`src/rtl/riscv_pipe_pkg.sv`:
```
// Shared pipeline types and defaults for the execute-path operand logic.
package riscv_pipe_pkg;
  localparam int XLEN       = 32;
  localparam int REG_ADDR_W = 5;

  typedef enum logic [1:0] {
    FWD_RF    = 2'd0,
    FWD_EXMEM = 2'd1,
    FWD_MEMWB = 2'd2
  } fwd_src_e;

  localparam logic [REG_ADDR_W-1:0] REG_ZERO = '0;
endpackage

```
`src/rtl/alu_operand_stage_fwd_resolve.sv`:
```
// Combinational RAW-forwarding resolver for one source register.
module fwd_resolve #(
  parameter int XLEN       = riscv_pipe_pkg::XLEN,
  parameter int REG_ADDR_W = riscv_pipe_pkg::REG_ADDR_W
) (
  input  logic [REG_ADDR_W-1:0] rs_addr,
  input  logic [XLEN-1:0]       rdata,
  input  logic                  exmem_wr_en,
  input  logic [REG_ADDR_W-1:0] exmem_rd,
  input  logic [XLEN-1:0]       exmem_data,
  input  logic                  memwb_wr_en,
  input  logic [REG_ADDR_W-1:0] memwb_rd,
  input  logic [XLEN-1:0]       memwb_data,
  output logic [XLEN-1:0]       rs_data,
  output logic [1:0]            src
);
  import riscv_pipe_pkg::*;

  logic is_zero;
  logic exmem_hit;
  logic memwb_hit;

  // A writer targeting x0 never forwards, and reading x0 always yields zero.
  assign is_zero   = (rs_addr == REG_ADDR_W'(REG_ZERO));
  assign exmem_hit = exmem_wr_en && (exmem_rd == rs_addr) && !is_zero;
  assign memwb_hit = memwb_wr_en && (memwb_rd == rs_addr) && !is_zero;

  always_comb begin
    rs_data = rdata;
    src     = FWD_RF;
    if (is_zero) begin
      rs_data = '0;
    end else if (exmem_hit) begin
      rs_data = exmem_data;
      src     = FWD_EXMEM;
    end else if (memwb_hit) begin
      rs_data = memwb_data;
      src     = FWD_MEMWB;
    end
  end
endmodule

```
`src/rtl/alu_operand_stage.sv`:
```
// ALU operand resolution with forwarding and an ID/EX-style output register.
// Optional forwarding counters are enabled by defining FWD_STATS_EN.
module alu_operand_stage #(
  parameter int XLEN       = riscv_pipe_pkg::XLEN,
  parameter int REG_ADDR_W = riscv_pipe_pkg::REG_ADDR_W
) (
  input  logic                  clk,
  input  logic                  rst_n,
  input  logic                  in_valid,
  output logic                  in_ready,
  input  logic [REG_ADDR_W-1:0] rs1_addr,
  input  logic [REG_ADDR_W-1:0] rs2_addr,
  input  logic [XLEN-1:0]       rdata1,
  input  logic [XLEN-1:0]       rdata2,
  input  logic [XLEN-1:0]       imm,
  input  logic [XLEN-1:0]       pc,
  input  logic                  sel_a_pc,
  input  logic                  sel_b_imm,
  input  logic                  exmem_wr_en,
  input  logic [REG_ADDR_W-1:0] exmem_rd,
  input  logic [XLEN-1:0]       exmem_data,
  input  logic                  memwb_wr_en,
  input  logic [REG_ADDR_W-1:0] memwb_rd,
  input  logic [XLEN-1:0]       memwb_data,
  input  logic                  flush,
  output logic                  out_valid,
  input  logic                  out_ready,
  output logic [XLEN-1:0]       op_a,
  output logic [XLEN-1:0]       op_b,
  output logic [XLEN-1:0]       store_data
`ifdef FWD_STATS_EN
  ,
  output logic [31:0]           fwd_exmem_cnt,
  output logic [31:0]           fwd_memwb_cnt
`endif
);
  import riscv_pipe_pkg::*;

  logic [XLEN-1:0] rs1_p0, rs2_p0;
  logic [1:0]      src1_p0, src2_p0;
  logic [XLEN-1:0] op_a_p0, op_b_p0;
  logic [XLEN-1:0] op_a_p1, op_b_p1, store_p1;
  logic            vld_p1;
  logic            load;

  fwd_resolve #(.XLEN(XLEN), .REG_ADDR_W(REG_ADDR_W)) u_fwd_rs1 (
    .rs_addr(rs1_addr), .rdata(rdata1),
    .exmem_wr_en(exmem_wr_en), .exmem_rd(exmem_rd), .exmem_data(exmem_data),
    .memwb_wr_en(memwb_wr_en), .memwb_rd(memwb_rd), .memwb_data(memwb_data),
    .rs_data(rs1_p0), .src(src1_p0)
  );

  fwd_resolve #(.XLEN(XLEN), .REG_ADDR_W(REG_ADDR_W)) u_fwd_rs2 (
    .rs_addr(rs2_addr), .rdata(rdata2),
    .exmem_wr_en(exmem_wr_en), .exmem_rd(exmem_rd), .exmem_data(exmem_data),
    .memwb_wr_en(memwb_wr_en), .memwb_rd(memwb_rd), .memwb_data(memwb_data),
    .rs_data(rs2_p0), .src(src2_p0)
  );

  // rs1 is resolved regardless of sel_a_pc; only the final mux picks the PC.
  assign op_a_p0 = sel_a_pc  ? pc  : rs1_p0;
  assign op_b_p0 = sel_b_imm ? imm : rs2_p0;

  assign in_ready = !vld_p1 || out_ready;
  assign load     = in_valid && in_ready && !flush;

  // ---- p0 -> p1: output register ----
  always_ff @(posedge clk) begin
    if (!rst_n) begin
      vld_p1   <= 1'b0;
      op_a_p1  <= '0;
      op_b_p1  <= '0;
      store_p1 <= '0;
    end else if (flush) begin
      vld_p1 <= 1'b0;
    end else if (load) begin
      vld_p1   <= 1'b1;
      op_a_p1  <= op_a_p0;
      op_b_p1  <= op_b_p0;
      store_p1 <= rs2_p0;
    end else if (out_ready) begin
      vld_p1 <= 1'b0;
    end
  end

  assign out_valid  = vld_p1;
  assign op_a       = op_a_p1;
  assign op_b       = op_b_p1;
  assign store_data = store_p1;

  x0_never_forwards: assert property (@(posedge clk) disable iff (!rst_n)
    ((rs1_addr != '0) || (src1_p0 == FWD_RF)) && ((rs2_addr != '0) || (src2_p0 == FWD_RF)));

`ifdef FWD_STATS_EN
  function automatic logic [31:0] sat_add(input logic [31:0] acc, input logic [1:0] inc);
    logic [32:0] sum;
    sum = {1'b0, acc} + {31'd0, inc};
    return sum[32] ? 32'hFFFF_FFFF : sum[31:0];
  endfunction

  logic [1:0] exmem_hits, memwb_hits;
  assign exmem_hits = {1'b0, src1_p0 == FWD_EXMEM} + {1'b0, src2_p0 == FWD_EXMEM};
  assign memwb_hits = {1'b0, src1_p0 == FWD_MEMWB} + {1'b0, src2_p0 == FWD_MEMWB};

  always_ff @(posedge clk) begin
    if (!rst_n) begin
      fwd_exmem_cnt <= '0;
      fwd_memwb_cnt <= '0;
    end else if (load) begin
      fwd_exmem_cnt <= sat_add(fwd_exmem_cnt, exmem_hits);
      fwd_memwb_cnt <= sat_add(fwd_memwb_cnt, memwb_hits);
    end
  end
`endif
endmodule
```
`config.mk`:
```
export PLATFORM = sky130hd
export DESIGN_NAME = alu_operand_stage
export DESIGN_NICKNAME = d
export VERILOG_FILES = /design/src/rtl/riscv_pipe_pkg.sv /design/src/rtl/alu_operand_stage_fwd_resolve.sv /design/src/rtl/alu_operand_stage.sv
export SDC_FILE = /design/constraint.sdc
export NUM_CORES = 1
export LEC_CHECK = 0
export CORE_MARGIN = 3
export CORE_UTILIZATION = 36
export CTS_CLUSTER_SIZE = 16
export DETAILED_ROUTE_END_ITERATION = 8
export PLACE_DENSITY = 0.78
export SKIP_LAST_GASP = 1
export SYNTH_ARGS = -nofsm -noshare
export SYNTH_HDL_FRONTEND = slang
export SYNTH_SLANG_ARGS = --single-unit
```
`constraint.sdc`:
```
create_clock -name clk -period 1.95 [get_ports clk]
set_input_delay 0.195 -clock clk [delete_from_list [all_inputs] [get_ports clk]]
set_output_delay 0.195 -clock clk [all_outputs]
set_load 0.05 [all_outputs]
```
==> impl_metrics.tcl, run 1 <==
set metrics [dict create \
    gp_congestion 0.900 \
    regArea_um2 1950 \
    cts_max_level 3 \
    antenna_cells 0 \
    core.rowCount 46 \
    ctsHoldBuffers 0 \
    core_area_um2 16100 \
    antenna_found_initial 1 \
    place_hpwl_um 20300 \
    insertion_delay_ns 0.35 \
    avgViaCountPerCell 6.15 \
    finalPower_mw 6.28 \
    fp.dieH_um 135 \
    final_common_cell "clkdlybuf4s50_1" \
    worst_pin_slew_ns 0.722 \
    netlist_instances 675 \
    ios 319 \
    ys_seq_elements 97 \
    synthArstFlopShare_pct 0 \
    maxSlewViolCount 0 \
    drt-initial-drc-count 709 \
    final_cell_mix "300 x clkdlybuf4s50_1, 100 x nand2_1, 96 x dfxtp_1" \
    slew_headroom_pct 51.7 \
    fin_crit_ns 1.89 \
    synth_cell_types 40 \
    worstPathArrival_ns 2.10 \
    vias 7467 \
    synth.top_cells.by_area "dfxtp_1 32%, o32ai_2 8.1%, a221oi_2 7.5%, nand2_1 6.3%, a221oi_1 5.0%" \
    path_clk_slew_ns 0.07 \
    yosysWarnings 0 \
    hp-start "sel_a_pc" \
    drive_above_1_share_pct 18.0 \
    syn_nets 896 \
    ant_nets 0 \
    syn_to_final_growth_pct 79.1 \
    cts_max_path_buffers 2 \
    crit_fanout 8 \
    ys_seq_area_share_pct 32.4 \
    ir_drop_mv 0.433 \
    dr.pass1.iters 5 \
    finClkSkew_ns 0.00839 \
    wire_per_inst_um 25.1 \
    groute.usage.overall_pct 32.1 \
    hold_viol 0 \
    drv_cap 0 \
    multiInputGateArea_um2 4170 \
    status "complete, no violations" \
    grt_pass1_vias 7835 \
    avgSynthCellArea_um2 8.88 \
    start_util_pct 37.3 \
    syn_area_um2 5990 \
    finalSetupViolCount 0 \
    grt_overflow 0 \
    leakagePower_nw 3.83 \
    fp.dieW_um 135 \
    fin_crit_sh_pct 96.9 \
    tritoncts "built" \
    clkSinkCount 97 \
    synth_top_area_cell "dfxtp_1" \
    rsz0062_at_grt "yes" \
    reg2reg_from "out_valid" \
    synth_top_cell_area_share_pct 32.4 \
    crit_path_end_kind "flop" \
    yosys_most_used_dff "dfxtp_1" \
    n_fill_cell 1252 \
    io_buffers 318 \
    grt_pass1_wl_um 44800 \
    dp_slack_ns -0.795 \
    critPathLaunch "rs2_addr[0]" \
    die_area_um2 18200 \
    grt_max_degree 53 \
    cts_inserted_buffers 9 \
    nets 1217 \
    synth_edf_count 0 \
    required_ns 2.16 \
    setup_slack_ns 0.0603 \
    drt_wl_total_um 30500 \
    hold_path_class "in2reg" \
    cts_root_buffer "clkbuf_16" \
    power_density_nw_per_um2 585 \
    max_freq_mhz 529 \
    critical_path_class "in2reg" \
    drc_errors 0 \
    crit_path_start_kind "primary input" \
]
==> metrics by stage <==
stage / std cells / setup TNS [ns] / cell area [um2] / hold slack, ns / util, %
2_1_floorplan: 675 / -1.58 / 6020 / 0.264 / -
3_3_place_gp: 1191 / -53.99 / 9750 / 0.434 / 60.7
3_5_place_dp: 1191 / -57.26 / 9750 / 0.439 / 60.7
4_1_cts: 1212 / 0 / 10600 / 0.372 / 66.1
5_1_grt: 1215 / -0.00313 / 10700 / 0.392 / 66.8
6_report: 1215 / 0 / 10700 / 0.382 / 66.8
==> logic make-up (layout without fill, tap and decap cells) <==
logic type	count (synthesis)	in the layout	synth area share, %
buffers and inverters	81	403	6.54
xor gates and xnor gates	20	20	2.92
and+or+nand+nor	219	221	17.5
AOI/OAI and AO/OA	258	258	40.6
DFF	97	97	32.4
==> cell usage after synthesis, drive strengths merged (3+ instances only) <==
cell type / count
o31ai: 32
dfxtp: 97
buf: 23
a221oi: 64
o32ai: 32
clkbuf: 55
xnor2: 19
a21oi: 32
o221ai: 32
nand2: 100
a31oi: 32
nor3: 3
o31a: 32
and3: 32
nor2: 38
and2: 32
==> sequential cells by signal, summed over array words and instances, names as in the netlist <==
| register | flops |
|---|---|
| op_a | 32 |
| op_b | 32 |
| out_valid | 1 |
| store_data | 32 |
==> final cells by class <==
cell class | instances | area share (%)
clock buffer | 12 | 2.48
clock inverter | 2 | 0.350
inverter | 3 | 0.152
multi-input combinational | 499 | 38.9
sequential | 97 | 18.1
tap | 216 | 2.52
timing repair buffer | 386 | 37.5
==> per-layer routing <==
layer / routed length, um / vias up / track usage (%)
met3: 3010 / 108 / 7.38
met2: 14400 / 525 / 54.1
met1: 11600 / 3529 / 38.6
met5: 0 / - / 0
met4: 1410 / 0 / 15.2
li1: - / 3305 / -
==> worst paths after layout <==
path                         end  slack (ns)  depth (start not counted)
setup / recovery        op_b[28]        0.06                          8
hold / removal          op_a[13]        0.38                          4
setup reg to reg        op_b[25]        0.09                          9
hold reg to reg   store_data[11]        0.45                          2
==> power by group <==
part	internal, mW	switching, mW
Sequential	2.10	0.0698
Clock	1.09	0.789
Combinational	1.03	1.20
==> worst max-delay path, cell delays in order <==
cell             delay, ns
clkdlybuf4s15_1       0.20
xnor2_1               0.19
nand2_1               0.10
or4b_4                0.59
buf_12                0.17
buf_16                0.16
a221oi_4              0.34
o32ai_2               0.13
==> what timing repair did <==
action,in CTS,in global routing
gates resized for setup,66,20
cloned,3,3
setup endpoints to repair,96,75
pin swaps,18,14
setup buffers,4,0
No activity file was read; power rests on OpenSTA's default activity.
==> run 2, diff against run 1 <==
--- a/config.mk
+++ b/config.mk
@@ -5,6 +5,8 @@
 export SDC_FILE = /design/constraint.sdc
 export NUM_CORES = 1
 export LEC_CHECK = 0
+export ABC_CLOCK_PERIOD_IN_PS = 1950
+export CAP_MARGIN = 20
 export CORE_MARGIN = 3
 export CORE_UTILIZATION = 36
 export CTS_CLUSTER_SIZE = 16
==> results of run 2 <==
Final layout, timing and power as in run 1 (identical DEF).
